`src/rtl/ps2_mouse_ctrl.sv`:
```
`default_nettype none
// ============================================================================
// Module   : ps2_mouse_ctrl
// Purpose  : Brings a PS/2 mouse up in streaming mode by sequencing the PS/2
//            transceiver (reset 0xFF, expect FA/AA/00, enable 0xF4, expect FA).
//            It then assembles 3-byte movement packets into signed 9-bit
//            deltas and button states.
// Ports    : clk_i        system clock
//            reset_i      synchronous active-high reset
//            rx_data_i    received byte from transceiver
//            rx_done_i    1-cycle strobe, rx_data_i valid
//            tx_done_i    1-cycle strobe, transmit complete
//            tx_en_o      1-cycle strobe, start transmit of tx_data_o
//            tx_data_o    command byte to send (holds between strobes)
//            init_done_o  high once streaming is enabled
//            error_o      high in the terminal ERROR state
//            pkt_valid_o  1-cycle strobe, new packet on dx_o/dy_o/btn_o
//            dx_o, dy_o   signed deltas (two's complement, 0 on overflow)
//            btn_o        {middle, right, left}
// Options  : MOUSE_RETRY_EN - init failures restart the bring-up sequence up
//            to MAX_RETRIES times before ERROR latches.
// Revision : 1.0 - initial release
// ============================================================================
module ps2_mouse_ctrl #(
    parameter int TIMEOUT_CYCLES = 50_000_000,
    parameter int PKT_GAP_CYCLES = 2_500_000,
    parameter int MAX_RETRIES    = 3
) (
    input  logic       clk_i,
    input  logic       reset_i,
    input  logic [7:0] rx_data_i,
    input  logic       rx_done_i,
    input  logic       tx_done_i,
    output logic       tx_en_o,
    output logic [7:0] tx_data_o,
    output logic       init_done_o,
    output logic       error_o,
    output logic       pkt_valid_o,
    output logic [8:0] dx_o,
    output logic [8:0] dy_o,
    output logic [2:0] btn_o
);

    localparam int c_wait_w = $clog2(TIMEOUT_CYCLES + 1);
    localparam int c_gap_w  = $clog2(PKT_GAP_CYCLES + 1);
    localparam logic [c_wait_w-1:0] c_wait_max = c_wait_w'(TIMEOUT_CYCLES);
    localparam logic [c_gap_w-1:0]  c_gap_max  = c_gap_w'(PKT_GAP_CYCLES);

    localparam logic [7:0] c_cmd_reset  = 8'hFF;
    localparam logic [7:0] c_cmd_enable = 8'hF4;
    localparam logic [7:0] c_rsp_ack    = 8'hFA;
    localparam logic [7:0] c_rsp_bat    = 8'hAA;
    localparam logic [7:0] c_rsp_id     = 8'h00;

    localparam logic [3:0] c_send_rst     = 4'd0;
    localparam logic [3:0] c_wait_tx_rst  = 4'd1;
    localparam logic [3:0] c_wait_ack_rst = 4'd2;
    localparam logic [3:0] c_wait_bat     = 4'd3;
    localparam logic [3:0] c_wait_id      = 4'd4;
    localparam logic [3:0] c_send_en      = 4'd5;
    localparam logic [3:0] c_wait_tx_en   = 4'd6;
    localparam logic [3:0] c_wait_ack_en  = 4'd7;
    localparam logic [3:0] c_stream_b0    = 4'd8;
    localparam logic [3:0] c_stream_b1    = 4'd9;
    localparam logic [3:0] c_stream_b2    = 4'd10;
    localparam logic [3:0] c_error        = 4'd11;

    logic [3:0]          r_state;
    logic [3:0]          w_next;
    logic [3:0]          w_fail_state;
    logic [c_wait_w-1:0] r_wait_cnt;
    logic [c_gap_w-1:0]  r_gap_cnt;
    logic                w_in_init_wait;
    logic                w_in_pkt;
    logic                w_wait_expired;
    logic                w_gap_expired;
    logic [7:0]          w_expect;
    logic                w_rx_ok;

    // Header byte keeps only the fields used later: {yovf, xovf, ysign, xsign, btn[2:0]}
    logic [6:0]          r_hdr;
    logic [7:0]          r_b1;

    logic                r_tx_en;
    logic [7:0]          r_tx_data;
    logic                r_init_done;
    logic                r_error;
    logic                r_pkt_valid;
    logic [8:0]          r_dx;
    logic [8:0]          r_dy;
    logic [2:0]          r_btn;

    logic                w_tx_en_nxt;
    logic [7:0]          w_tx_data_nxt;
    logic                w_init_done_nxt;
    logic                w_error_nxt;

    // ------------------------------------------------------------------------
    // Failure destination: either retry the whole bring-up or latch ERROR
    // ------------------------------------------------------------------------
`ifdef MOUSE_RETRY_EN
    localparam int c_retry_w = $clog2(MAX_RETRIES + 2);
    localparam logic [c_retry_w-1:0] c_retry_max = c_retry_w'(MAX_RETRIES);

    logic [c_retry_w-1:0] r_retry;

    always_comb begin
        w_fail_state = (r_retry < c_retry_max) ? c_send_rst : c_error;
    end

    // The only way back into SEND_RST from another state is a failure, so
    // that transition is what counts a retry.
    always_ff @(posedge clk_i) begin
        if (reset_i) begin
            r_retry <= '0;
        end else if (w_next == c_send_rst && r_state != c_send_rst) begin
            r_retry <= r_retry + 1'b1;
        end else if (w_next == c_stream_b0 && r_state == c_wait_ack_en) begin
            r_retry <= '0;
        end
    end
`else
    always_comb begin
        w_fail_state = c_error;
    end
`endif

    // ------------------------------------------------------------------------
    // Wait / gap timers
    // ------------------------------------------------------------------------
    always_comb begin
        w_in_init_wait = (r_state == c_wait_tx_rst)  || (r_state == c_wait_ack_rst) ||
                         (r_state == c_wait_bat)     || (r_state == c_wait_id)      ||
                         (r_state == c_wait_tx_en)   || (r_state == c_wait_ack_en);
        w_in_pkt       = (r_state == c_stream_b1) || (r_state == c_stream_b2);
        w_wait_expired = w_in_init_wait && (r_wait_cnt == c_wait_max);
        w_gap_expired  = w_in_pkt && (r_gap_cnt == c_gap_max);
    end

    // Counter restarts whenever the state changes, so each wait state gets
    // its own full timeout window.
    always_ff @(posedge clk_i) begin
        if (reset_i) begin
            r_wait_cnt <= '0;
        end else if (!w_in_init_wait || (w_next != r_state)) begin
            r_wait_cnt <= '0;
        end else begin
            r_wait_cnt <= r_wait_cnt + 1'b1;
        end
    end

    always_ff @(posedge clk_i) begin
        if (reset_i) begin
            r_gap_cnt <= '0;
        end else if (!w_in_pkt || rx_done_i) begin
            r_gap_cnt <= '0;
        end else begin
            r_gap_cnt <= r_gap_cnt + 1'b1;
        end
    end

    // ------------------------------------------------------------------------
    // Expected response byte for the ack/BAT/ID wait states
    // ------------------------------------------------------------------------
    always_comb begin
        w_expect = c_rsp_ack;
        case (r_state)
            c_wait_bat: w_expect = c_rsp_bat;
            c_wait_id:  w_expect = c_rsp_id;
            default:    w_expect = c_rsp_ack;
        endcase
        w_rx_ok = (rx_data_i == w_expect);
    end

    // ------------------------------------------------------------------------
    // FSM: state register
    // ------------------------------------------------------------------------
    always_ff @(posedge clk_i) begin
        if (reset_i) begin
            r_state <= c_send_rst;
        end else begin
            r_state <= w_next;
        end
    end

    // ------------------------------------------------------------------------
    // FSM: next-state logic. A received byte takes priority over a timeout
    // that expires in the same cycle.
    // ------------------------------------------------------------------------
    always_comb begin
        w_next = r_state;
        case (r_state)
            c_send_rst: w_next = c_wait_tx_rst;
            c_wait_tx_rst: begin
                if (tx_done_i)           w_next = c_wait_ack_rst;
                else if (w_wait_expired) w_next = w_fail_state;
            end
            c_wait_ack_rst: begin
                if (rx_done_i)           w_next = w_rx_ok ? c_wait_bat : w_fail_state;
                else if (w_wait_expired) w_next = w_fail_state;
            end
            c_wait_bat: begin
                if (rx_done_i)           w_next = w_rx_ok ? c_wait_id : w_fail_state;
                else if (w_wait_expired) w_next = w_fail_state;
            end
            c_wait_id: begin
                if (rx_done_i)           w_next = w_rx_ok ? c_send_en : w_fail_state;
                else if (w_wait_expired) w_next = w_fail_state;
            end
            c_send_en: w_next = c_wait_tx_en;
            c_wait_tx_en: begin
                if (tx_done_i)           w_next = c_wait_ack_en;
                else if (w_wait_expired) w_next = w_fail_state;
            end
            c_wait_ack_en: begin
                if (rx_done_i)           w_next = w_rx_ok ? c_stream_b0 : w_fail_state;
                else if (w_wait_expired) w_next = w_fail_state;
            end
            // Header bytes always carry bit 3 set; anything else is stray
            // data and is dropped to regain packet alignment.
            c_stream_b0: begin
                if (rx_done_i && rx_data_i[3]) w_next = c_stream_b1;
            end
            c_stream_b1: begin
                if (rx_done_i)          w_next = c_stream_b2;
                else if (w_gap_expired) w_next = c_stream_b0;
            end
            c_stream_b2: begin
                if (rx_done_i)          w_next = c_stream_b0;
                else if (w_gap_expired) w_next = c_stream_b0;
            end
            c_error: w_next = c_error;
            default: w_next = c_send_rst;
        endcase
    end

    // ------------------------------------------------------------------------
    // FSM: output logic (registered below so all outputs are 0 in reset)
    // ------------------------------------------------------------------------
    always_comb begin
        w_tx_en_nxt     = 1'b0;
        w_tx_data_nxt   = r_tx_data;
        case (r_state)
            c_send_rst: begin
                w_tx_en_nxt   = 1'b1;
                w_tx_data_nxt = c_cmd_reset;
            end
            c_send_en: begin
                w_tx_en_nxt   = 1'b1;
                w_tx_data_nxt = c_cmd_enable;
            end
            default: ;
        endcase
        w_init_done_nxt = (w_next == c_stream_b0) || (w_next == c_stream_b1) ||
                          (w_next == c_stream_b2);
        w_error_nxt     = (w_next == c_error);
    end

    always_ff @(posedge clk_i) begin
        if (reset_i) begin
            r_tx_en     <= 1'b0;
            r_tx_data   <= 8'h00;
            r_init_done <= 1'b0;
            r_error     <= 1'b0;
        end else begin
            r_tx_en     <= w_tx_en_nxt;
            r_tx_data   <= w_tx_data_nxt;
            r_init_done <= w_init_done_nxt;
            r_error     <= w_error_nxt;
        end
    end

    // ------------------------------------------------------------------------
    // Packet assembly
    // ------------------------------------------------------------------------
    always_ff @(posedge clk_i) begin
        if (reset_i) begin
            r_hdr       <= '0;
            r_b1        <= 8'h00;
            r_pkt_valid <= 1'b0;
            r_dx        <= 9'h000;
            r_dy        <= 9'h000;
            r_btn       <= 3'b000;
        end else begin
            r_pkt_valid <= 1'b0;
            if (rx_done_i) begin
                case (r_state)
                    c_stream_b0: begin
                        if (rx_data_i[3]) r_hdr <= {rx_data_i[7:4], rx_data_i[2:0]};
                    end
                    c_stream_b1: r_b1 <= rx_data_i;
                    c_stream_b2: begin
                        r_pkt_valid <= 1'b1;
                        // r_hdr[5]=xovf, [6]=yovf, [3]=xsign, [4]=ysign
                        r_dx  <= r_hdr[5] ? 9'h000 : {r_hdr[3], r_b1};
                        r_dy  <= r_hdr[6] ? 9'h000 : {r_hdr[4], rx_data_i};
                        r_btn <= r_hdr[2:0];
                    end
                    default: ;
                endcase
            end
        end
    end

    assign tx_en_o     = r_tx_en;
    assign tx_data_o   = r_tx_data;
    assign init_done_o = r_init_done;
    assign error_o     = r_error;
    assign pkt_valid_o = r_pkt_valid;
    assign dx_o        = r_dx;
    assign dy_o        = r_dy;
    assign btn_o       = r_btn;

endmodule
`default_nettype wire

```
`config.mk`:
```
export PLATFORM = sky130hd
export DESIGN_NAME = ps2_mouse_ctrl
export DESIGN_NICKNAME = d
export VERILOG_FILES = /design/src/rtl/ps2_mouse_ctrl.sv
export SDC_FILE = /design/constraint.sdc
export NUM_CORES = 1
export LEC_CHECK = 0
export BUFFER_PORTS_ARGS = -buffer_cell sky130_fd_sc_hd__buf_4
export CORE_MARGIN = 2
export CORE_UTILIZATION = 53
export DETAILED_ROUTE_END_ITERATION = 8
export PLACE_DENSITY_LB_ADDON = 0.2
export SYNTH_ARGS = -nofsm -noshare
export SYNTH_HDL_FRONTEND = slang
export SYNTH_SLANG_ARGS = --single-unit
```
`constraint.sdc`:
```
create_clock -name clk_i -period 2.4 [get_ports clk_i]
set_clock_uncertainty 0.2 [all_clocks]
set_input_delay 0 -clock clk_i [delete_from_list [all_inputs] [get_ports clk_i]]
set_output_delay 0 -clock clk_i [all_outputs]
set_load 0.005 [all_outputs]
```
==> results of run 1 <==
[flip-flops by register name, summed over array words and instances (netlist names)]
| name | flops |
|---|---|
| r_b1 | 8 |
| dx_o | 9 |
| pkt_valid_o | 1 |
| r_state | 4 |
| error_o | 1 |
| btn_o | 3 |
| tx_en_o | 1 |
| r_wait_cnt | 26 |
| dy_o | 9 |
| r_hdr | 7 |
| tx_data_o | 2 |
| init_done_o | 1 |
| r_gap_cnt | 22 |
[critical path: cells and delay by family, from the launching register on]
kind / cells / cell delay [ns]
simple gates: 6 / 1.54
buf+inv: 1 / 0.06
flops: 1 / 0.33
compound gates: 1 / 0.24
fa+ha+maj: 1 / 0.12
[cell type report]
class | instances | area (µm²) | share of cell area, %
multi-input combinational | 331 | 2470 | 41.9
tap | 102 | 128 | 2.16
timing repair buffer | 131 | 1100 | 18.7
clock inverter | 6 | 116 | 1.97
clock buffer | 10 | 138 | 2.33
inverter | 12 | 45.0 | 0.764
sequential | 94 | 1900 | 32.2
[placed cells by master, fill, tap and decap left out, types with 8 or more instances in the layout]
cell type                         n
sky130_fd_sc_hd__buf_4          111
sky130_fd_sc_hd__dfxtp_1         86
sky130_fd_sc_hd__nor2_1          64
sky130_fd_sc_hd__xor2_1          26
sky130_fd_sc_hd__nand3_1         20
sky130_fd_sc_hd__nand2_1         20
sky130_fd_sc_hd__a22o_1          18
sky130_fd_sc_hd__mux2i_1         18
sky130_fd_sc_hd__nor2_4          17
sky130_fd_sc_hd__xnor2_1         16
sky130_fd_sc_hd__nand4_1         12
sky130_fd_sc_hd__dlygate4sd3_1   11
sky130_fd_sc_hd__inv_1           10
sky130_fd_sc_hd__and3_1          10
sky130_fd_sc_hd__a21oi_1         10
sky130_fd_sc_hd__clkbuf_8        10
sky130_fd_sc_hd__nor3_1           8
sky130_fd_sc_hd__and2_1           8
sky130_fd_sc_hd__o21ai_0          8
[repair_timing]
action                     4_1_cts  5_1_grt
setup endpoints to repair       29       32
pin swaps                       20       14
gates cloned                     2        1
hold buffers                    11        0
resized for setup               29       34
hold endpoints to repair        35        0
buffers inserted                 4        3
[kinds of logic (layout without fill, tap and decap cells)]
group,after synthesis,count (layout),share of synthesized area [%]
compound gates,61,61,11.0
xor+xnor,43,43,8.74
fa+ha+maj,4,4,1.16
buf+inv,38,159,4.65
flops,94,94,43.7
mux,19,19,4.41
simple gates,204,204,26.3
[power groups by stage]
stage               combinational, mW  sequential, mW  clock, mW
CTS                             0.410            1.60       1.31
finish                          0.461            1.60       1.29
global route                    0.493            1.61       1.37
detailed placement              0.340            1.63          0
floorplan                       0.226            1.63          0
global placement                0.336            1.63          0
[worst max path at each step]
| stage | start | endpoint | slack, ns | cells after the start |
|---|---|---|---|---|
| 6_report | r_wait_cnt[0]$_SDFF_PP0_ | error_o$_SDFF_PP0_ | -0.17 | 9 |
| 5_1_grt | r_state[3]$_SDFF_PP0_ | r_wait_cnt[5]$_SDFF_PP0_ | -0.25 | 8 |
| 4_1_cts | r_wait_cnt[0]$_SDFF_PP0_ | error_o$_SDFF_PP0_ | -0.10 | 9 |
| 3_5_place_dp | r_wait_cnt[5]$_SDFF_PP0_ | r_wait_cnt[9]$_SDFF_PP0_ | -0.18 | 9 |
| 3_3_place_gp | r_wait_cnt[0]$_SDFF_PP0_ | error_o$_SDFF_PP0_ | -0.06 | 9 |
| 2_1_floorplan | r_gap_cnt[6]$_SDFF_PP0_ | r_wait_cnt[11]$_SDFF_PP0_ | 0.03 | 9 |
[per-layer routing]
layer	share of wire (%)	wire [µm]	up-vias	GRT usage, %
li1	-	-	1861	-
met1	44	4690	1774	30.1
met2	50	5360	90	39.9
met3	4.0	430	16	4.65
met4	1.7	183	0	8.21
met5	0	0	-	0
==> impl_metrics.prom, run 1 <==
# TYPE chip_impl_metric gauge
chip_impl_metric{name="maxSlewHeadroom",unit="%"} 49.3
chip_impl_metric{name="totalPowerFinal",unit="mW"} 3.35
chip_impl_metric{name="grt_pass1_vias",unit=""} 3573
chip_impl_info{name="yosys-top-cells-area",value="sky130_fd_sc_hd__dfxtp_1 44%, sky130_fd_sc_hd__nor2_1 6.4%, sky130_fd_sc_hd__xor2_1 5.3%"} 1
chip_impl_metric{name="synth.yosys.seq_area_share",unit="%"} 43.7
chip_impl_metric{name="initial_core_util",unit="%"} 55.2
chip_impl_metric{name="reg2regPathDepth",unit=""} 9
chip_impl_metric{name="timing.final.ws_setup",unit="ns"} -0.167
chip_impl_info{name="clock-root-buffer",value="sky130_fd_sc_hd__clkbuf_8"} 1
chip_impl_metric{name="route.vias.total",unit=""} 3741
chip_impl_info{name="worstSetupStartpointType",value="register"} 1
chip_impl_metric{name="grt_overflow_total",unit=""} 0
chip_impl_metric{name="post-route-min-period",unit="ns"} 2.57
chip_impl_metric{name="die_h",unit="µm"} 94.2
chip_impl_metric{name="cap_violations",unit=""} 0
chip_impl_info{name="tritoncts",value="built"} 1
chip_impl_metric{name="rrSetupSlack",unit="ns"} -0.17
chip_impl_metric{name="avgSynthCellArea",unit="µm²"} 9.31
chip_impl_metric{name="cts.path.max_buffers",unit=""} 2
chip_impl_metric{name="drt-pass1-iter-count",unit=""} 4
chip_impl_metric{name="leakage",unit="nW"} 2.23
chip_impl_metric{name="number_of_nets_in_the_layout",unit=""} 595
chip_impl_info{name="synth.top_cells.by_count",value="94 x sky130_fd_sc_hd__dfxtp_1, 74 x sky130_fd_sc_hd__nor2_1, 26 x sky130_fd_sc_hd__xor2_1, 20 x sky130_fd_sc_hd__nand2_1, 20 x sky130_fd_sc_hd__nand3_1"} 1
chip_impl_metric{name="synth_cell_type_count",unit=""} 63
chip_impl_metric{name="cts_made_buffers",unit=""} 9
chip_impl_metric{name="num_io_pins",unit=""} 45
chip_impl_info{name="critPathCaptureType",value="register"} 1
chip_impl_metric{name="post_dp_cell_area",unit="mm²"} 0.00513
chip_impl_metric{name="pre_cts_slack",unit="ns"} -0.181
chip_impl_metric{name="portBuffers",unit=""} 44
chip_impl_metric{name="tightest_slew",unit="ns"} 0.760
chip_impl_metric{name="dp_cells",unit=""} 649
chip_impl_metric{name="synth_enable_flop_cells",unit=""} 0
chip_impl_metric{name="timing.hold.worst_path_depth",unit=""} 3
chip_impl_metric{name="syn_area",unit="mm²"} 0.00431
chip_impl_info{name="path_class",value="reg2reg"} 1
chip_impl_metric{name="comb_power_share",unit="%"} 13.7
chip_impl_metric{name="die-area",unit="mm²"} 0.00887
chip_impl_metric{name="cp_data_arrival_time",unit="ns"} 2.67
chip_impl_info{name="regToRegEndpoint",value="error_o$_SDFF_PP0_"} 1
chip_impl_metric{name="clock_transition_time_at_the_flip_flop_clock_pins_of_the_worst_setup_and_hold_paths",unit="ns"} 0.09
chip_impl_metric{name="synthToLayoutAreaGrowth",unit="%"} 36.8
chip_impl_metric{name="tns",unit="ns"} -3.82
chip_impl_metric{name="swShare",unit="%"} 24.7
chip_impl_metric{name="worstPathRequired",unit="ns"} 2.50
chip_impl_metric{name="total_routing_usage_gr",unit="%"} 23.7
chip_impl_metric{name="routedWlPerCell",unit="µm"} 15.5
chip_impl_metric{name="upper_clock_frequency_limit",unit="MHz"} 390
chip_impl_info{name="yosys_most_used_dff",value="sky130_fd_sc_hd__dfxtp_1"} 1
chip_impl_metric{name="finalSetupViolCount",unit=""} 30
chip_impl_metric{name="timing.final.max_slew_violations",unit=""} 0
chip_impl_metric{name="hpwlAfterDp",unit="mm"} 6.81
chip_impl_metric{name="filler_cell_count",unit=""} 509
chip_impl_metric{name="crit_path_max_incr_delay",unit="ns"} 0.41
chip_impl_metric{name="wirelength",unit="mm"} 10.7
chip_impl_metric{name="power_frac_seq",unit="%"} 47.7
chip_impl_metric{name="power_report.internal_total",unit="mW"} 2.53
chip_impl_info{name="worstHoldEndpoint",value="dy_o[6]$_SDFFE_PP0P_"} 1
chip_impl_metric{name="finalHoldViolations",unit=""} 0
chip_impl_metric{name="core_area",unit="mm²"} 0.00781
chip_impl_metric{name="clkSinkCount",unit=""} 94
chip_impl_info{name="rsz0062_at_grt",value="true"} 1
chip_impl_metric{name="yosys_register_bits",unit=""} 94
chip_impl_metric{name="vdd_ir_drop_max",unit="mV"} 0.449
chip_impl_metric{name="grt_pass1_wl",unit="mm"} 16.6
chip_impl_metric{name="netlist.area_leader.share",unit="%"} 43.7
chip_impl_metric{name="cts.htree.levels",unit=""} 3
chip_impl_metric{name="grt_start_max_net_pins",unit=""} 32
chip_impl_metric{name="n_antenna_cell",unit=""} 0
chip_impl_metric{name="power.density_cell_area",unit="mW/mm²"} 569
chip_impl_info{name="failed_checks",value="negative setup slack"} 1
chip_impl_metric{name="layout-drive-gt1-share",unit="%"} 34.1
chip_impl_metric{name="place_congestion",unit=""} 0.909
chip_impl_metric{name="holdWs",unit="ns"} 0.251
chip_impl_metric{name="synthCells",unit=""} 463
chip_impl_metric{name="finish.instance_area",unit="mm²"} 0.00590
chip_impl_metric{name="ant_nets",unit=""} 0
chip_impl_metric{name="synth_warnings",unit=""} 0
chip_impl_info{name="hold_path.class",value="in2reg"} 1
chip_impl_info{name="status",value="finished with violations"} 1
chip_impl_info{name="synth_most_common_cell",value="sky130_fd_sc_hd__dfxtp_1"} 1
chip_impl_metric{name="avgViaCountPerCell",unit=""} 5.45
chip_impl_metric{name="grt_antenna_before_repair",unit=""} 0
chip_impl_info{name="worstReg2RegStart",value="r_wait_cnt[0]$_SDFF_PP0_"} 1
chip_impl_metric{name="die_w",unit="µm"} 94.2
chip_impl_metric{name="drt_iter0_markers",unit=""} 231
chip_impl_metric{name="p_clk_share",unit="%"} 38.5
chip_impl_metric{name="rows",unit=""} 32
chip_impl_info{name="synth_top_cell_by_area",value="sky130_fd_sc_hd__dfxtp_1"} 1
chip_impl_metric{name="drcViolationCount",unit=""} 0
chip_impl_metric{name="syn-num-nets",unit=""} 479
chip_impl_info{name="crit_path_cells",value="inv_2 -> ha_4 -> nor3b_4 -> nand4_2 -> or3_4 -> or4_1 -> and4_4 -> o32ai_4 -> and3b_1"} 1
chip_impl_metric{name="power.net_switching",unit="µW"} 827
chip_impl_metric{name="post_layout_nonfiller_instances",unit=""} 686
chip_impl_metric{name="final_core_utilization",unit="%"} 75.5
chip_impl_metric{name="path_max_fanout",unit=""} 3
chip_impl_metric{name="worst_skew_pair.late_latency",unit="ns"} 0.36
chip_impl_info{name="cp_slowest_cell",value="sky130_fd_sc_hd__or4_1"} 1
chip_impl_info{name="beginning_of_the_worst_hold_path",value="rx_data_i[6]"} 1
chip_impl_metric{name="synth_async_sr_flop_share",unit="%"} 0
chip_impl_metric{name="timing.final.crit_share",unit="%"} 107
Power figures use the tool's default switching activity.
==> run 2: changes to the inputs <==
- CORE_MARGIN: 2 -> not set
==> run 2 against run 1 <==
Compared with the run above: the run still ends with negative setup slack left; non-clock buffer count decreased by 1; clock power decreased by 18%; die area decreased by 4.2%; largest cell class unchanged; sequential share of layout area increased by 0.51 points; highest routed layer unchanged; sequential power about the same; hold slack got worse by 0.047 ns.
==> impl_metrics.prom, run 2 (synthesis gave the netlist of run 1 again) <==
# TYPE chip_impl_metric gauge
chip_impl_info{name="clock-root-buffer",value="sky130_fd_sc_hd__clkbuf_8"} 1
chip_impl_info{name="beginning_of_the_worst_hold_path",value="rx_data_i[1]"} 1
chip_impl_info{name="critPathCaptureType",value="register"} 1
chip_impl_metric{name="largest_register_ff_count",unit=""} 26
chip_impl_metric{name="upper_clock_frequency_limit",unit="MHz"} 370
chip_impl_metric{name="layout-drive-gt1-share",unit="%"} 33.3
chip_impl_metric{name="finalHoldViolations",unit=""} 0
chip_impl_metric{name="n_antenna_cell",unit=""} 0
chip_impl_info{name="worstReg2RegStart",value="r_wait_cnt[16]$_SDFF_PP0_"} 1
chip_impl_metric{name="core_area",unit="mm²"} 0.00781
chip_impl_metric{name="synthToLayoutAreaGrowth",unit="%"} 34.4
chip_impl_metric{name="path_max_fanout",unit=""} 3
chip_impl_info{name="start_point_of_the_critical_path",value="r_wait_cnt[16]$_SDFF_PP0_"} 1
chip_impl_metric{name="grt_antenna_before_repair",unit=""} 0
chip_impl_info{name="hold_path.class",value="in2reg"} 1
chip_impl_metric{name="final_core_utilization",unit="%"} 74.2
chip_impl_metric{name="crit_buf_inv",unit=""} 0
chip_impl_metric{name="number_of_nets_in_the_layout",unit=""} 594
chip_impl_metric{name="num_io_pins",unit=""} 45
chip_impl_metric{name="post_dp_cell_area",unit="mm²"} 0.00514
chip_impl_metric{name="grt_pass1_wl",unit="mm"} 16.4
chip_impl_metric{name="die_h",unit="µm"} 92.2
chip_impl_info{name="mostFrequentLayoutCell",value="sky130_fd_sc_hd__buf_4"} 1
chip_impl_metric{name="clkSinkCount",unit=""} 94
chip_impl_metric{name="finalSetupViolCount",unit=""} 31
chip_impl_metric{name="maxSlewHeadroom",unit="%"} 49.3
chip_impl_metric{name="filler_cell_count",unit=""} 545
chip_impl_metric{name="grt_overflow_total",unit=""} 0
chip_impl_metric{name="cts.htree.levels",unit=""} 3
chip_impl_metric{name="die_w",unit="µm"} 92.2
chip_impl_info{name="rsz0062_at_grt",value="true"} 1
chip_impl_metric{name="portBuffers",unit=""} 44
chip_impl_metric{name="crit_path_max_incr_delay",unit="ns"} 0.45
chip_impl_metric{name="drt-pass1-iter-count",unit=""} 4
chip_impl_info{name="tritoncts",value="built"} 1
chip_impl_metric{name="hpwlAfterDp",unit="mm"} 6.68
chip_impl_info{name="crit_path_cells",value="nor4bb_1 -> nand3_1 -> or3_4 -> or4_4 -> and4_4 -> o32ai_4 -> and3b_1"} 1
chip_impl_metric{name="avgViaCountPerCell",unit=""} 5.49
chip_impl_info{name="worstSetupStartpointType",value="register"} 1
chip_impl_metric{name="grt_pass1_vias",unit=""} 3442
chip_impl_info{name="largest_registers",value="r_wait_cnt x26, r_gap_cnt x22"} 1
chip_impl_metric{name="cts_made_buffers",unit=""} 9
chip_impl_info{name="layout.cells.most_common_list",value="110 x sky130_fd_sc_hd__buf_4, 87 x sky130_fd_sc_hd__dfxtp_1, 65 x sky130_fd_sc_hd__nor2_1"} 1
chip_impl_metric{name="cap_violations",unit=""} 0
chip_impl_metric{name="die-area",unit="mm²"} 0.00850
chip_impl_metric{name="total_routing_usage_gr",unit="%"} 24.6
chip_impl_metric{name="timing.final.ws_setup",unit="ns"} -0.301
chip_impl_metric{name="post-route-min-period",unit="ns"} 2.70
chip_impl_metric{name="worstPathRequired",unit="ns"} 2.52
chip_impl_metric{name="timing.final.max_slew_violations",unit=""} 0
chip_impl_metric{name="ant_nets",unit=""} 0
chip_impl_info{name="critPathTopFamily",value="simple AND/OR/NAND/NOR gates"} 1
chip_impl_metric{name="multi_input_area",unit="mm²"} 0.00244
chip_impl_info{name="status",value="finished with violations"} 1
chip_impl_metric{name="wirelength",unit="mm"} 10.6
chip_impl_metric{name="clock_transition_time_at_the_flip_flop_clock_pins_of_the_worst_setup_and_hold_paths",unit="ns"} 0.09
chip_impl_info{name="register_ranked_first_by_flip_flop_count",value="r_wait_cnt"} 1
chip_impl_metric{name="vdd_ir_drop_max",unit="mV"} 0.417
chip_impl_metric{name="totalPowerFinal",unit="mW"} 3.11
chip_impl_metric{name="initial_core_util",unit="%"} 55.2
chip_impl_metric{name="worst_skew_pair.late_latency",unit="ns"} 0.37
chip_impl_info{name="path_class",value="reg2reg"} 1
chip_impl_metric{name="cts.path.max_buffers",unit=""} 2
chip_impl_metric{name="cp_data_arrival_time",unit="ns"} 2.82
chip_impl_metric{name="pre_cts_slack",unit="ns"} -0.0993
chip_impl_info{name="failed_checks",value="negative setup slack"} 1
chip_impl_metric{name="routedWlPerCell",unit="µm"} 15.6
chip_impl_metric{name="finish.instance_area",unit="mm²"} 0.00579
chip_impl_metric{name="seq_area",unit="mm²"} 0.00189
chip_impl_metric{name="power.density_cell_area",unit="mW/mm²"} 537
chip_impl_metric{name="place_congestion",unit=""} 0.872
chip_impl_metric{name="drt_iter0_markers",unit=""} 222
chip_impl_metric{name="rows",unit=""} 32
chip_impl_info{name="cp_slowest_cell",value="sky130_fd_sc_hd__nor4bb_1"} 1
chip_impl_metric{name="grt_start_max_net_pins",unit=""} 32
chip_impl_metric{name="route.vias.total",unit=""} 3754
chip_impl_metric{name="leakage",unit="nW"} 2.20
chip_impl_metric{name="timing.final.crit_share",unit="%"} 113
chip_impl_metric{name="tightest_slew",unit="ns"} 0.761
chip_impl_metric{name="drcViolationCount",unit=""} 0
[run 2: cell types whose count changed in the layout (fill, tap and decap cells not counted), moves of 2 or more]
cell,before,now
sky130_fd_sc_hd__bufinv_16,3,1
sky130_fd_sc_hd__clkinvlp_4,0,2
sky130_fd_sc_hd__nor2_2,6,4
sky130_fd_sc_hd__nor4b_2,0,2
sky130_fd_sc_hd__nor4b_4,3,1
[run 2: repair_timing]
item                                   in CTS  in global routing
cloned                                      1                  2
pin swaps                                   2                 28
setup buffers                               2                  3
hold buffers                               11                  0
endpoints found under the hold margin      34                  0
resized for setup                          19                 36
setup endpoints to repair                  29                 29
[run 2: final timing paths]
kind	depth (start not counted)	slack, ns	endpoint
setup / recovery	7	-0.30	error_o$_SDFF_PP0_
hold / removal	8	0.20	r_state[2]$_SDFF_PP0_
setup reg to reg	7	-0.30	error_o$_SDFF_PP0_
hold reg to reg	1	0.26	r_gap_cnt[0]$_SDFF_PP0_
[run 2: final cells by class]
cell class,count,area share (%)
timing repair buffer,130,18.9
multi-input combinational,331,42.1
clock buffer,9,2.14
sequential,94,32.7
clock inverter,6,1.23
inverter,12,0.778
tap,102,2.20
[run 2: worst min-delay path, cell delays in order]
cell	delay (ns)
sky130_fd_sc_hd__buf_4	0.08
sky130_fd_sc_hd__or4_1	0.11
sky130_fd_sc_hd__mux2i_2	0.09
sky130_fd_sc_hd__o2111ai_4	0.12
sky130_fd_sc_hd__buf_4	0.13
sky130_fd_sc_hd__nand2_1	0.04
sky130_fd_sc_hd__nand3_1	0.07
sky130_fd_sc_hd__a311oi_1	0.08
[run 2: where the power goes]
part	switching, mW	internal, mW
combinational	0.232	0.216
clock	0.576	0.483
sequential	0.0259	1.58
[run 2: per-layer routing]
layer	vias up	part of all wire (%)	global-route usage, %
li1	1855	-	-
met1	1818	45	32.1
met2	67	51	40.8
met3	14	3.5	5.06
met4	0	0.96	7.42
met5	-	0	0
[run 2: stage by stage]
step / setup TNS, ns / std cells / hold WS, ns
floorplan: 0 / 463 / -0.0743
global placement: -1.05 / 650 / 0.0584
detailed placement: -1.47 / 650 / 0.0613
CTS: -2.37 / 679 / 0.227
global route: -12.81 / 684 / 0.234
finish: -8.54 / 684 / 0.204
==> run 3: changes to the inputs <==
- ABC_AREA: not set -> 1
- HOLD_SLACK_MARGIN: not set -> 0.12
- TNS_END_PERCENT: not set -> 10
==> run 3 against run 2 <==
Compared with the run above: the flow now finishes without violations; synthesized cell count grew 33%; clock power grew 11%; count of clock-buffer cells in the layout grew 1; area after synthesis grew 5.8%; critical path type unchanged; largest cell class unchanged; highest routed layer unchanged.
==> impl_metrics.prom, run 3 <==
# TYPE chip_impl_metric gauge
chip_impl_info{name="crit_path_cells",value="inv_2 -> nand2_1 -> nor2_2 -> inv_1 -> nor2_4 -> inv_2 -> buf_6 -> nand2_1 -> a21oi_1 -> dlygate4sd3_1"} 1
chip_impl_metric{name="clock_transition_time_at_the_flip_flop_clock_pins_of_the_worst_setup_and_hold_paths",unit="ns"} 0.10
chip_impl_metric{name="route.vias.total",unit=""} 3986
chip_impl_metric{name="number_of_nets_in_the_layout",unit=""} 693
chip_impl_metric{name="synth_warnings",unit=""} 0
chip_impl_metric{name="worstPathRequired",unit="ns"} 2.46
chip_impl_metric{name="place_congestion",unit=""} 0.903
chip_impl_metric{name="crit_path_max_incr_delay",unit="ns"} 0.55
chip_impl_info{name="mostFrequentLayoutCell",value="sky130_fd_sc_hd__nand2_1"} 1
chip_impl_metric{name="n_antenna_cell",unit=""} 0
chip_impl_metric{name="timing.final.crit_share",unit="%"} 94.7
chip_impl_metric{name="num_io_pins",unit=""} 45
chip_impl_metric{name="grt_pass1_vias",unit=""} 3473
chip_impl_metric{name="dp_cells",unit=""} 755
chip_impl_info{name="path_class",value="reg2reg"} 1
chip_impl_info{name="largest_registers",value="r_wait_cnt x26, r_gap_cnt x22"} 1
chip_impl_metric{name="die_w",unit="µm"} 94.7
chip_impl_metric{name="worst_skew_pair.late_latency",unit="ns"} 0.36
chip_impl_metric{name="upper_clock_frequency_limit",unit="MHz"} 440
chip_impl_metric{name="clkSinkCount",unit=""} 94
chip_impl_metric{name="drcViolationCount",unit=""} 0
chip_impl_metric{name="avgViaCountPerCell",unit=""} 5.06
chip_impl_metric{name="grt_overflow_total",unit=""} 0
chip_impl_metric{name="maxSlewHeadroom",unit="%"} 73.2
chip_impl_metric{name="cap_violations",unit=""} 0
chip_impl_metric{name="netlist.area_leader.share",unit="%"} 41.3
chip_impl_metric{name="synth_enable_flop_cells",unit=""} 0
chip_impl_metric{name="finalHoldViolations",unit=""} 0
chip_impl_metric{name="ant_nets",unit=""} 0
chip_impl_metric{name="crit_buf_inv",unit=""} 5
chip_impl_metric{name="drt-pass1-iter-count",unit=""} 5
chip_impl_info{name="hold_path.class",value="reg2reg"} 1
chip_impl_metric{name="wirelength",unit="mm"} 9.50
chip_impl_info{name="gr-max-usage-layer",value="met2"} 1
chip_impl_metric{name="cp_data_arrival_time",unit="ns"} 2.33
chip_impl_info{name="synth.top_cells.by_count",value="96 x sky130_fd_sc_hd__nand2_1, 94 x sky130_fd_sc_hd__dfxtp_1, 84 x sky130_fd_sc_hd__inv_1, 76 x sky130_fd_sc_hd__nor2_1, 48 x sky130_fd_sc_hd__nand3_1"} 1
chip_impl_info{name="clock-root-buffer",value="sky130_fd_sc_hd__clkbuf_8"} 1
chip_impl_metric{name="tightest_slew",unit="ns"} 0.401
chip_impl_metric{name="totalPowerFinal",unit="mW"} 3.58
chip_impl_metric{name="layout-drive-gt1-share",unit="%"} 18.3
chip_impl_info{name="worstSetupStartpointType",value="register"} 1
chip_impl_metric{name="syn-num-nets",unit=""} 633
chip_impl_metric{name="die-area",unit="mm²"} 0.00897
chip_impl_metric{name="finalSetupViolCount",unit=""} 0
chip_impl_metric{name="pre_cts_slack",unit="ns"} 0.0822
chip_impl_metric{name="core_area",unit="mm²"} 0.00826
chip_impl_metric{name="synthToLayoutAreaGrowth",unit="%"} 18.6
chip_impl_metric{name="grt_start_max_net_pins",unit=""} 34
chip_impl_metric{name="met2_layer_usage_reported_by_global_route",unit="%"} 37.6
chip_impl_metric{name="groute.layer.met1.usage",unit="%"} 27.2
chip_impl_metric{name="synthCells",unit=""} 617
chip_impl_info{name="critPathCaptureType",value="register"} 1
chip_impl_metric{name="cts.htree.levels",unit=""} 3
chip_impl_metric{name="grt_pass1_wl",unit="mm"} 15.4
chip_impl_metric{name="avgSynthCellArea",unit="µm²"} 7.39
chip_impl_metric{name="cts.path.max_buffers",unit=""} 2
chip_impl_metric{name="syn_area",unit="mm²"} 0.00456
chip_impl_info{name="register_ranked_first_by_flip_flop_count",value="r_wait_cnt"} 1
chip_impl_metric{name="synth_async_sr_flop_share",unit="%"} 0
chip_impl_metric{name="drt_iter0_markers",unit=""} 156
chip_impl_metric{name="globalRouteMet3Util",unit="%"} 3.22
chip_impl_info{name="synth_top_cell_by_area",value="sky130_fd_sc_hd__dfxtp_1"} 1
chip_impl_info{name="tritoncts",value="built"} 1
chip_impl_info{name="cp_slowest_cell",value="sky130_fd_sc_hd__dlygate4sd3_1"} 1
chip_impl_info{name="layout.cells.most_common_list",value="95 x sky130_fd_sc_hd__nand2_1, 93 x sky130_fd_sc_hd__dfxtp_1, 84 x sky130_fd_sc_hd__inv_1"} 1
chip_impl_metric{name="grt_antenna_before_repair",unit=""} 0
chip_impl_metric{name="die_h",unit="µm"} 94.7
chip_impl_metric{name="finish.instance_area",unit="mm²"} 0.00540
chip_impl_metric{name="initial_core_util",unit="%"} 55.2
chip_impl_metric{name="synth_cell_type_count",unit=""} 36
chip_impl_metric{name="hpwlAfterDp",unit="mm"} 6.75
chip_impl_metric{name="post-route-min-period",unit="ns"} 2.27
chip_impl_metric{name="routedWlPerCell",unit="µm"} 12.1
chip_impl_metric{name="rows",unit=""} 33
chip_impl_metric{name="leakage",unit="nW"} 2.04
chip_impl_metric{name="largest_register_ff_count",unit=""} 26
chip_impl_metric{name="cts_setup_buffers",unit=""} 0
chip_impl_metric{name="synth.yosys.seq_area_share",unit="%"} 41.3
chip_impl_info{name="rsz0062_at_grt",value="true"} 1
chip_impl_metric{name="power.density_cell_area",unit="mW/mm²"} 663
chip_impl_metric{name="filler_cell_count",unit=""} 716
chip_impl_metric{name="path_max_fanout",unit=""} 21
chip_impl_metric{name="post_dp_cell_area",unit="mm²"} 0.00498
chip_impl_metric{name="post_layout_nonfiller_instances",unit=""} 787
chip_impl_info{name="yosys_most_used_dff",value="sky130_fd_sc_hd__dfxtp_1"} 1
chip_impl_metric{name="total_routing_usage_gr",unit="%"} 21.7
chip_impl_metric{name="timing.final.max_slew_violations",unit=""} 0
chip_impl_metric{name="yosys_register_bits",unit=""} 94
chip_impl_info{name="critPathTopFamily",value="buffers and inverters"} 1
chip_impl_metric{name="vdd_ir_drop_max",unit="mV"} 0.372
chip_impl_metric{name="timing.final.ws_setup",unit="ns"} 0.126
chip_impl_metric{name="portBuffers",unit=""} 44
chip_impl_info{name="synth_most_common_cell",value="sky130_fd_sc_hd__nand2_1"} 1
chip_impl_info{name="status",value="finished, final reports clean"} 1
chip_impl_metric{name="cts_made_buffers",unit=""} 9
chip_impl_info{name="yosys-top-cells-area",value="sky130_fd_sc_hd__dfxtp_1 41%, sky130_fd_sc_hd__nand2_1 7.9%, sky130_fd_sc_hd__inv_1 6.9%"} 1
-- run 3: cells by family after synthesis --
group           share of synthesized area (%)
flops                                    41.3
xor+xnor                                 4.42
simple gates                             31.9
buf+inv                                  10.2
fa+ha+maj                                1.10
compound gates                           11.1
-- run 3: area by class of cell --
cell class,instances,area (µm²),area share [%]
sequential,94,1880,34.8
clock buffer,10,138,2.55
inverter,90,338,6.25
multi-input combinational,412,2240,41.4
clock inverter,6,92.6,1.71
timing repair buffer,70,582,10.8
tap,105,131,2.43
-- run 3: worst paths after layout --
| path | from | slack [ns] | end | depth (start not counted) |
|---|---|---|---|---|
| worst min-delay path | r_b1[5]$_SDFFE_PP0P_ | 0.26 | r_b1[5]$_SDFFE_PP0P_ | 2 |
| worst max register to register | r_state[0]$_SDFF_PP0_ | 0.13 | dx_o[8]$_SDFFE_PP0P_ | 10 |
| worst max-delay path | r_state[0]$_SDFF_PP0_ | 0.13 | dx_o[8]$_SDFFE_PP0P_ | 10 |
| worst min register to register | r_b1[5]$_SDFFE_PP0P_ | 0.26 | r_b1[5]$_SDFFE_PP0P_ | 2 |
-- run 3: timing repair --
action,4_1_cts,5_1_grt
resized for setup,0,10
endpoints found under the setup margin,0,6
hold endpoints to repair,58,0
hold buffers,16,0
-- run 3: power breakdown --
part	switching [mW]	total, mW	internal, mW
combinational	0.441	0.714	0.273
clock	0.564	1.18	0.621
sequential	0.0637	1.68	1.62
total	1.07	3.58	2.51
-- run 3: per-layer routing --
layer	routed length, µm	part of all wire (%)	up-vias
met5	0	0	-
met1	4370	46	1793
met4	157	1.7	0
met2	4680	49	86
met3	301	3.2	16
li1	-	-	2091
-- run 3: stage by stage --
stage / hold slack [ns] / utilization, % / TNS, ns
2_1_floorplan: -0.131 / - / 0
3_5_place_dp: 0.0996 / 60.3 / 0
6_report: 0.259 / 65.4 / 0
4_1_cts: 0.261 / 65.1 / 0
3_3_place_gp: 0.0938 / 60.3 / 0
5_1_grt: 0.287 / 65.4 / -0.223
-- run 3: tightest hold or removal path: cells and delay by family, from the launching register on --
kind	cells	cell delay, ns
compound gates	1	0.06
flops	1	0.30
buf+inv	1	0.06
